<file path="config.mk">
export PLATFORM = sky130hd
export DESIGN_NAME = fifo_generator
export DESIGN_NICKNAME = d
export VERILOG_FILES = /design/src/rtl/fifo_pkg.sv /design/src/rtl/fifo_ram.sv /design/src/rtl/fifo_generator.sv
export SDC_FILE = /design/constraint.sdc
export NUM_CORES = 1
export LEC_CHECK = 0
export CAP_MARGIN = 20
export CORE_UTILIZATION = 45
export DETAILED_ROUTE_END_ITERATION = 6
export PLACE_DENSITY = 0.6
export SKIP_LAST_GASP = 1
export SYNTH_ARGS = -nofsm -noshare
export SYNTH_HDL_FRONTEND = slang
export SYNTH_SLANG_ARGS = --single-unit
</file>
<file path="constraint.sdc">
create_clock -name clk -period 7.9 [get_ports clk]
set_input_delay 1.58 -clock clk [delete_from_list [all_inputs] [get_ports clk]]
set_output_delay 1.58 -clock clk [all_outputs]
set_load 0.1 [all_outputs]
</file>
<file path="src/rtl/fifo_pkg.sv">
// Shared defaults and sizing helpers for the single-clock byte FIFO.
// Imported by fifo_ram and fifo_generator.
package fifo_pkg;

  localparam int FIFO_WIDTH_DEFAULT = 8;
  localparam int FIFO_DEPTH_DEFAULT = 16;

  // Smallest w with 2**w >= depth; pointers use exactly this many bits.
  function automatic int fifo_ptr_width(input int depth);
    int w;
    w = 0;
    while ((32'd1 << w) < depth) begin
      w = w + 1;
    end
    return w;
  endfunction

endpackage

</file>
<file path="src/rtl/fifo_ram.sv">
// Simple dual-port storage: synchronous write port, registered synchronous read port.
// Only the read data register is reset so the array can map onto block RAM.
module fifo_ram
  import fifo_pkg::*;
#(
  parameter int WIDTH  = FIFO_WIDTH_DEFAULT,
  parameter int DEPTH  = FIFO_DEPTH_DEFAULT,
  parameter int ADDR_W = fifo_ptr_width(FIFO_DEPTH_DEFAULT)
) (
  input  logic              clk,
  input  logic              rst_n,
  input  logic              i_wr_en,
  input  logic [ADDR_W-1:0] i_wr_addr,
  input  logic [WIDTH-1:0]  i_wr_data,
  input  logic              i_rd_en,
  input  logic [ADDR_W-1:0] i_rd_addr,
  output logic [WIDTH-1:0]  o_rd_data
);

  logic [WIDTH-1:0] r_mem [DEPTH];
  logic [WIDTH-1:0] r_rd_data;

  always_ff @(posedge clk) begin
    if (i_wr_en) begin
      r_mem[i_wr_addr] <= i_wr_data;
    end
  end

  // Read register holds its value unless a read is accepted.
  always_ff @(posedge clk or negedge rst_n) begin
    if (!rst_n) begin
      r_rd_data <= '0;
    end else if (i_rd_en) begin
      r_rd_data <= r_mem[i_rd_addr];
    end
  end

  assign o_rd_data = r_rd_data;

endmodule

</file>
<file path="src/rtl/fifo_generator.sv">
// Single-clock synchronous FIFO (standard mode, one-cycle registered read latency).
// Define FIFO_DATA_COUNT_EN to expose the internal occupancy as data_count.
module fifo_generator
  import fifo_pkg::*;
#(
  parameter int WIDTH = FIFO_WIDTH_DEFAULT,
  parameter int DEPTH = FIFO_DEPTH_DEFAULT
) (
  input  logic                    clk,
  input  logic                    rst_n,
  input  logic                    wr_en,
  input  logic                    rd_en,
  input  logic [WIDTH-1:0]        din,
  output logic [WIDTH-1:0]        dout,
  output logic                    full,
`ifdef FIFO_DATA_COUNT_EN
  output logic                    empty,
  output logic [$clog2(DEPTH):0]  data_count
`else
  output logic                    empty
`endif
);

  localparam int PTR_W = fifo_ptr_width(DEPTH);
  localparam int CNT_W = PTR_W + 1;
  localparam logic [CNT_W-1:0] DEPTH_CNT = CNT_W'(DEPTH);

  logic [PTR_W-1:0] r_wptr;
  logic [PTR_W-1:0] r_rptr;
  logic [CNT_W-1:0] r_count;
  logic             r_full;
  logic             r_empty;

  logic             w_wr_acc;
  logic             w_rd_acc;
  logic [CNT_W-1:0] w_count_next;

  // Overflow and underflow requests are simply not accepted.
  assign w_wr_acc = wr_en && !r_full;
  assign w_rd_acc = rd_en && !r_empty;

  always_comb begin
    w_count_next = r_count;
    case ({w_wr_acc, w_rd_acc})
      2'b10:   w_count_next = r_count + 1'b1;
      2'b01:   w_count_next = r_count - 1'b1;
      default: w_count_next = r_count;
    endcase
  end

  always_ff @(posedge clk or negedge rst_n) begin
    if (!rst_n) begin
      r_wptr  <= '0;
      r_rptr  <= '0;
      r_count <= '0;
      r_full  <= 1'b0;
      r_empty <= 1'b1;
    end else begin
      if (w_wr_acc) begin
        r_wptr <= r_wptr + 1'b1;
      end
      if (w_rd_acc) begin
        r_rptr <= r_rptr + 1'b1;
      end
      r_count <= w_count_next;
      // Flags come from the next count so they line up with r_count.
      r_full  <= (w_count_next == DEPTH_CNT);
      r_empty <= (w_count_next == '0);
    end
  end

  fifo_ram #(
    .WIDTH  (WIDTH),
    .DEPTH  (DEPTH),
    .ADDR_W (PTR_W)
  ) u_ram (
    .clk       (clk),
    .rst_n     (rst_n),
    .i_wr_en   (w_wr_acc),
    .i_wr_addr (r_wptr),
    .i_wr_data (din),
    .i_rd_en   (w_rd_acc),
    .i_rd_addr (r_rptr),
    .o_rd_data (dout)
  );

  assign full  = r_full;
  assign empty = r_empty;

`ifdef FIFO_DATA_COUNT_EN
  assign data_count = r_count;
`endif

endmodule

</file>
Word-level counts from Yosys, hierarchy flattened
Memories as Yosys holds them, arrays and structs flattened. A register that Yosys moved wholly into a read port is not among the register bits.
Cells that the tools add are included.
{"block": "word_totals", "register_bits": 15, "ram_bits": 128, "input_bits": 12, "word_cells": 22, "memories": 1}
{"memory": "u_ram.r_mem", "depth": 16, "word_bits": 8, "rd": 1, "rd_ports_with_merged_regs": 1, "wr": 1, "line_no": "fifo_ram.sv:20", "text": "logic [WIDTH-1:0] r_mem [DEPTH];"}
{"block": "op_classes", "n_addsub": 4, "n_eq_ne": 3, "muxes": 3, "reduce_logical": 6}
{"cell": "$pmux 5 s2", "n": 1}
{"cell": "$add 4x1->4 const B", "n": 2}
{"cell": "$add 5x1->5 const B", "n": 1}
{"cell": "$eq 5x5->1 const B", "n": 1}
{"cell": "$logic_not 5->1", "n": 1}
{"cell": "$sub 5x1->5 const B", "n": 1}
{"cell": "$logic_not 1->1", "n": 3}
{"cell": "$eq 2x1->1 const B", "n": 1}
{"cell": "$eq 2x2->1 const B", "n": 1}
{"cell": "$logic_and 1x1->1", "n": 2}
{"cell": "$mux 1", "n": 2}

Longest topological paths before layout
{"block": "logic_depth", "word_depth": 5, "mapped_depth": 12}

By module
Synthesis repeated with hierarchy kept, for this count alone.
{"block": "hier_totals", "hier_cells": 310, "area_unflattened_um2": 6165.9}
{"mod": "fifo_ram", "n_inst": 1, "cells_per_inst": 240, "area_each_um2": 5331.4}
{"mod": "fifo_generator", "n_inst": 1, "cells_per_inst": 70, "area_each_um2": 834.6}

Worst setup path before layout
Ideal clock, no wire load.
{"block": "synth_path", "kind": "input to register", "from": "in wr_en", "to": "reg r_full, in the netlist full", "setup_time_ns": 0.073, "arrival_time_ns": 3.607, "required_time_ns": 7.827, "setup_slack_ns": 4.221, "cell_stages": 12, "n_path_buf": 2, "cell_sequence": "nor2b_1 clkbuf_1 inv_1 ha_1 buf_2 xor2_1 ha_1 a21oi_1 mux2i_1 xnor2_1 a311o_1 nor2b_1"}
{"block": "synth_via", "elab_chain_cells": 4}
{"element": "start, declared", "line_no": "fifo_generator.sv:11", "text": "input logic wr_en,"}
{"element": "$logic_and 1x1->1 *", "line_no": "fifo_generator.sv:39", "text": "assign w_wr_acc = wr_en && !r_full;"}
{"element": "$eq 2x1->1 / $eq 2x2->1 (equally long branches)", "line_no": "fifo_generator.sv:44", "text": "case ({w_wr_acc, w_rd_acc})"}
{"element": "$pmux 5 s2 *", "line_no": "fifo_generator.sv:44"}
{"element": "via w_count_next[2]", "line_no": "fifo_generator.sv:36", "text": "logic [CNT_W-1:0] w_count_next;"}
{"element": "$eq 5x5->1 *", "line_no": "fifo_generator.sv:67", "text": "r_full <= (w_count_next == DEPTH_CNT);"}
{"element": "end signal, assigned", "line_no": "fifo_generator.sv:67"}
{"element": "end, declared", "line_no": "fifo_generator.sv:31", "text": "logic r_full;"}
The timed path passes the listed nets; every way through them passes the cells marked *.
A chain may end at the register's enable or synchronous reset.

Final worst setup path
{"block": "layout_path", "from": "in rd_en", "to": "reg r_full, in the netlist full"}
{"block": "layout_via", "elab_chain_cells": 4}
{"element": "start, declared", "line_no": "fifo_generator.sv:12", "text": "input logic rd_en,"}
{"element": "$logic_and 1x1->1 *", "line_no": "fifo_generator.sv:40", "text": "assign w_rd_acc = rd_en && !r_empty;"}
{"element": "$eq 2x1->1 / $eq 2x2->1 (equally long branches)", "line_no": "fifo_generator.sv:44"}
{"element": "$pmux 5 s2 *", "line_no": "fifo_generator.sv:44"}
{"element": "via w_count_next[2]", "line_no": "fifo_generator.sv:36"}
{"element": "$eq 5x5->1 *", "line_no": "fifo_generator.sv:67"}
Marked as above.

==> metrics.md <==
| Metric | Value |
|---|---|
| P_sw | 0.933 mW |
| Worst path top cell family by delay | buffers and inverters |
| Drt drc | 0 |
| Cts hold-fix bufs | 0 |
| WL/cell | around 21 um |
| Nets | 360 |
| Number of flops mapped to enable cells by yosys | 128 |
| Critical-path maximum fanout | 19 |
| Switching Fraction | 0.338 |
| Max-cap viol count | 0 |
| CP max stage cell | nand2b_1 |
| Max-slew violations | 0 |
| CP Class | in -> reg |
| Initial antenna violation count | 0 |
| Reg power frac | 0.408 |
| Fmax | about 0.24 GHz |
| Initial Util | 0.465 |
| DR iter-0 viols | about 210 |
| Worst Setup End Kind | flop |
| Final worst path period need | between 4 and 5 ns |
| Vias | roughly 2900 |
| RSZ-0062 raised after global routing | no |
| Post-CTS Setup Bufs | 0 |
| Post-DR vias/cell | ~5.4 |
| Die span in x | between 100 and 150 um |
| Rel. slew slack | 0.328 |
| # IOs | 22 |
| Endpoints failing hold | 0 |
| Pre-antenna DRT Iters | 4 |
| Hold Path Class | reg -> reg |
| CP most frequent cell | ha_1 |
| P_int | ~1.8 mW |
| CTS Buf Count | 17 |
| Setup ws final | 3.78 ns |
| Avg Cell Area, Syn | about 20 um2 |
| Slowest stage delay, CP | ~0.53 ns |
| HPWL after detailed placement | about 6800 um |
| Top_reg_cell synth | edfxtp_1 |
| Flop-to-flop setup slack | approximately 4.8 ns |
| Clk_lat worst skew | 0.42 ns |
| Final clock skew | around 0.0070 ns |
| Status | complete, no violations |
| Worst hold slack | 0.478 ns |
| Worst EP required | around 8.3 ns |
| Die footprint | between 0.01 and 0.015 mm2 |
| WP data arrival | ~4.5 ns |
| First-pass GRT wire length | about 17000 um |
| Most frequent cells in the layout | edfxtp_1 (128), clkdlybuf4s50_1 (21), dfrtp_1 (20) |
| CTS clk-pin slew, worst paths | approximately 0.06 ns |
| Root Buffer Master | clkbuf_16 |
| Post-Syn Area | roughly 0.0062 mm2 |
| Nature of the critical path startpoint | input port |
| Syn Nets | approximately 340 |
| Routed Antenna Nets | 0 |
| Port bufs | 21 |
| Area grow syn2layout | 15.5% |
| Share of layout cells above drive strength 1 | 0.173 |
| Register area share after synthesis | 0.715 |
| Largest net degree at the start of global routing | 36 |
| Most common cell after layout, fill and taps aside | edfxtp_1 |
| Worst-margin pin slew | 1.01 ns |
| CTS tree | built |
| Filler Cells Inserted | roughly 1100 |
| P_leak | around 2.5 nW |
| Flops & latches, synth | ~150 |
| Netlist cell types | a little over 40 |
| Gate power share | 0.299 |
| Clock network fraction of design power | 0.292 |
| GRT Util Overall | 0.175 |
| Die height | 119 um |
| Cells along the critical path | clkdlybuf4s50_1 > nand2b_1 > inv_1 > ha_1 > xor2_1 > ha_1 > a21oi_1 > mux2i_1 > xnor2_1 > a311o_1 > nor2b_1 |
| Power per Cell Area | 387 mW/mm2 |
| Number of global-route vias before repair | 2984 |
| PostCTS Resize Cnt | 0 |
| Final critical-path share of the clock period | 0.521 |
| Routed wire length | ~11000 um |
| Max Buffers Root-to-Sink | 2 |
| DP Worst Slack | around 3.4 ns |
| CP bufs+invs | 2 |
| Peak VDD IR | a little under 200 uV |
| Final GP Congestion | about 0.76 |
| Clock sink count | ~150 |
| Synthesized instance count | between 300 and 400 |
| GRT overflow | 0 |
| Std cell rows | 42 |
| Final number of setup-violating endpoints | 0 |
| Core ar. | about 0.013 mm2 |
| Yosys warns | 0 |
| Setup TNS | 0 ns |
| # diodes | 0 |
| H-tree lvl count | 4 |
| Fraction of registers with async set or reset after synthesis | 0.152 |
==> worst reg2reg max path: stages (launching register included) <==
cell and delay [ns]:
dfstp_2 0.52, nand2b_1 0.58, inv_1 0.25, ha_1 0.37
xor2_1 0.20, ha_1 0.22, a21oi_1 0.16, mux2i_1 0.24
xnor2_1 0.10, a311o_1 0.31, nor2b_1 0.11
==> power by group through the flow <==
stage	Sequential [mW]	Clock [mW]	Combinational, mW
after floorplan	1.23	0	0.549
after global placement	1.14	0	0.831
after detailed placement	1.14	0	0.840
after CTS	1.13	0.821	0.840
after global routing	1.15	0.851	0.891
final	1.13	0.807	0.826
==> path summary, 6_finish.rpt <==
kind                            startpoint  cells past startpoint    endpoint
worst max-delay path                 rd_en                     11        full
worst min-delay path            r_count[4]                      1  r_count[4]
worst max register to register       empty                     10        full
worst min register to register  r_count[4]                      1  r_count[4]
max in group asynchronous            rst_n                      2       empty
min in group asynchronous            rst_n                      1  r_count[3]
==> cell usage after synthesis (all sizes together) (2+ instances only) <==
cell type  count  area, um2
mux2           9        101
ha             9        113
edfxtp       128       3840
mux4          32        785
nor2           5       18.8
and2          17        106
mux2i          9       90.1
nand2          9       33.8
xnor2          8       70.1
dfrtp         22        551
nand4          2       12.5
inv            4       15.0
clkbuf         9       35.0
buf            8       67.6
xor2           4       35.0
nor3           9       45.0
nor2b          3       18.8
o21a           2       15.0
o21ai          2       10.0
a221o          8       80.1
==> sequential cells by signal, summed over array words and instances, names as in the netlist <==
register	flops
r_rptr	4
empty	1
u_ram.o_rd_data	8
u_ram.r_mem	128
full	1
r_wptr	4
r_count	5
==> cells by family after synthesis <==
| kind of cell | synth area share |
|---|---|
| flip-flops | 0.715 |
| buffers and inverters | 0.0190 |
| AO/OA/AOI/OAI | 0.0243 |
| AND/OR/NAND/NOR | 0.0486 |
| XOR/XNOR | 0.0170 |
| adder cells (fa/ha/maj) | 0.0182 |
| multiplexers | 0.158 |
==> through the flow <==
step | utilization | cell area (um2) | total power, mW | std cells
after floorplan | - | 6180 | 1.78 | 314
final | 0.537 | 7140 | 2.76 | 528
after detailed placement | 0.490 | 6520 | 1.98 | 495
after CTS | 0.535 | 7110 | 2.79 | 527
after global routing | 0.537 | 7140 | 2.89 | 528
after global placement | 0.490 | 6520 | 1.97 | 495
==> layer usage <==
metal | up-vias | GRT usage | wire length, um
met1 | 1488 | 0.231 | 5240
met4 | 0 | 0.0554 | 126
met3 | 10 | 0.0556 | 367
li1 | 1322 | - | -
met5 | - | 0 | 0
met2 | 56 | 0.276 | 5510
==> final cells by class <==
| class | count | area [um2] | share of cell area |
|---|---|---|---|
| clock buffer | 17 | 425 | 0.0596 |
| clock inverter | 15 | 166 | 0.0233 |
| timing repair buffer | 23 | 245 | 0.0343 |
| multi-input combinational | 142 | 1640 | 0.230 |
| tap | 176 | 220 | 0.0308 |
| sequential | 151 | 4420 | 0.620 |
| inverter | 4 | 15.0 | 0.00210 |
No activity file was read; power rests on OpenSTA's default activity.
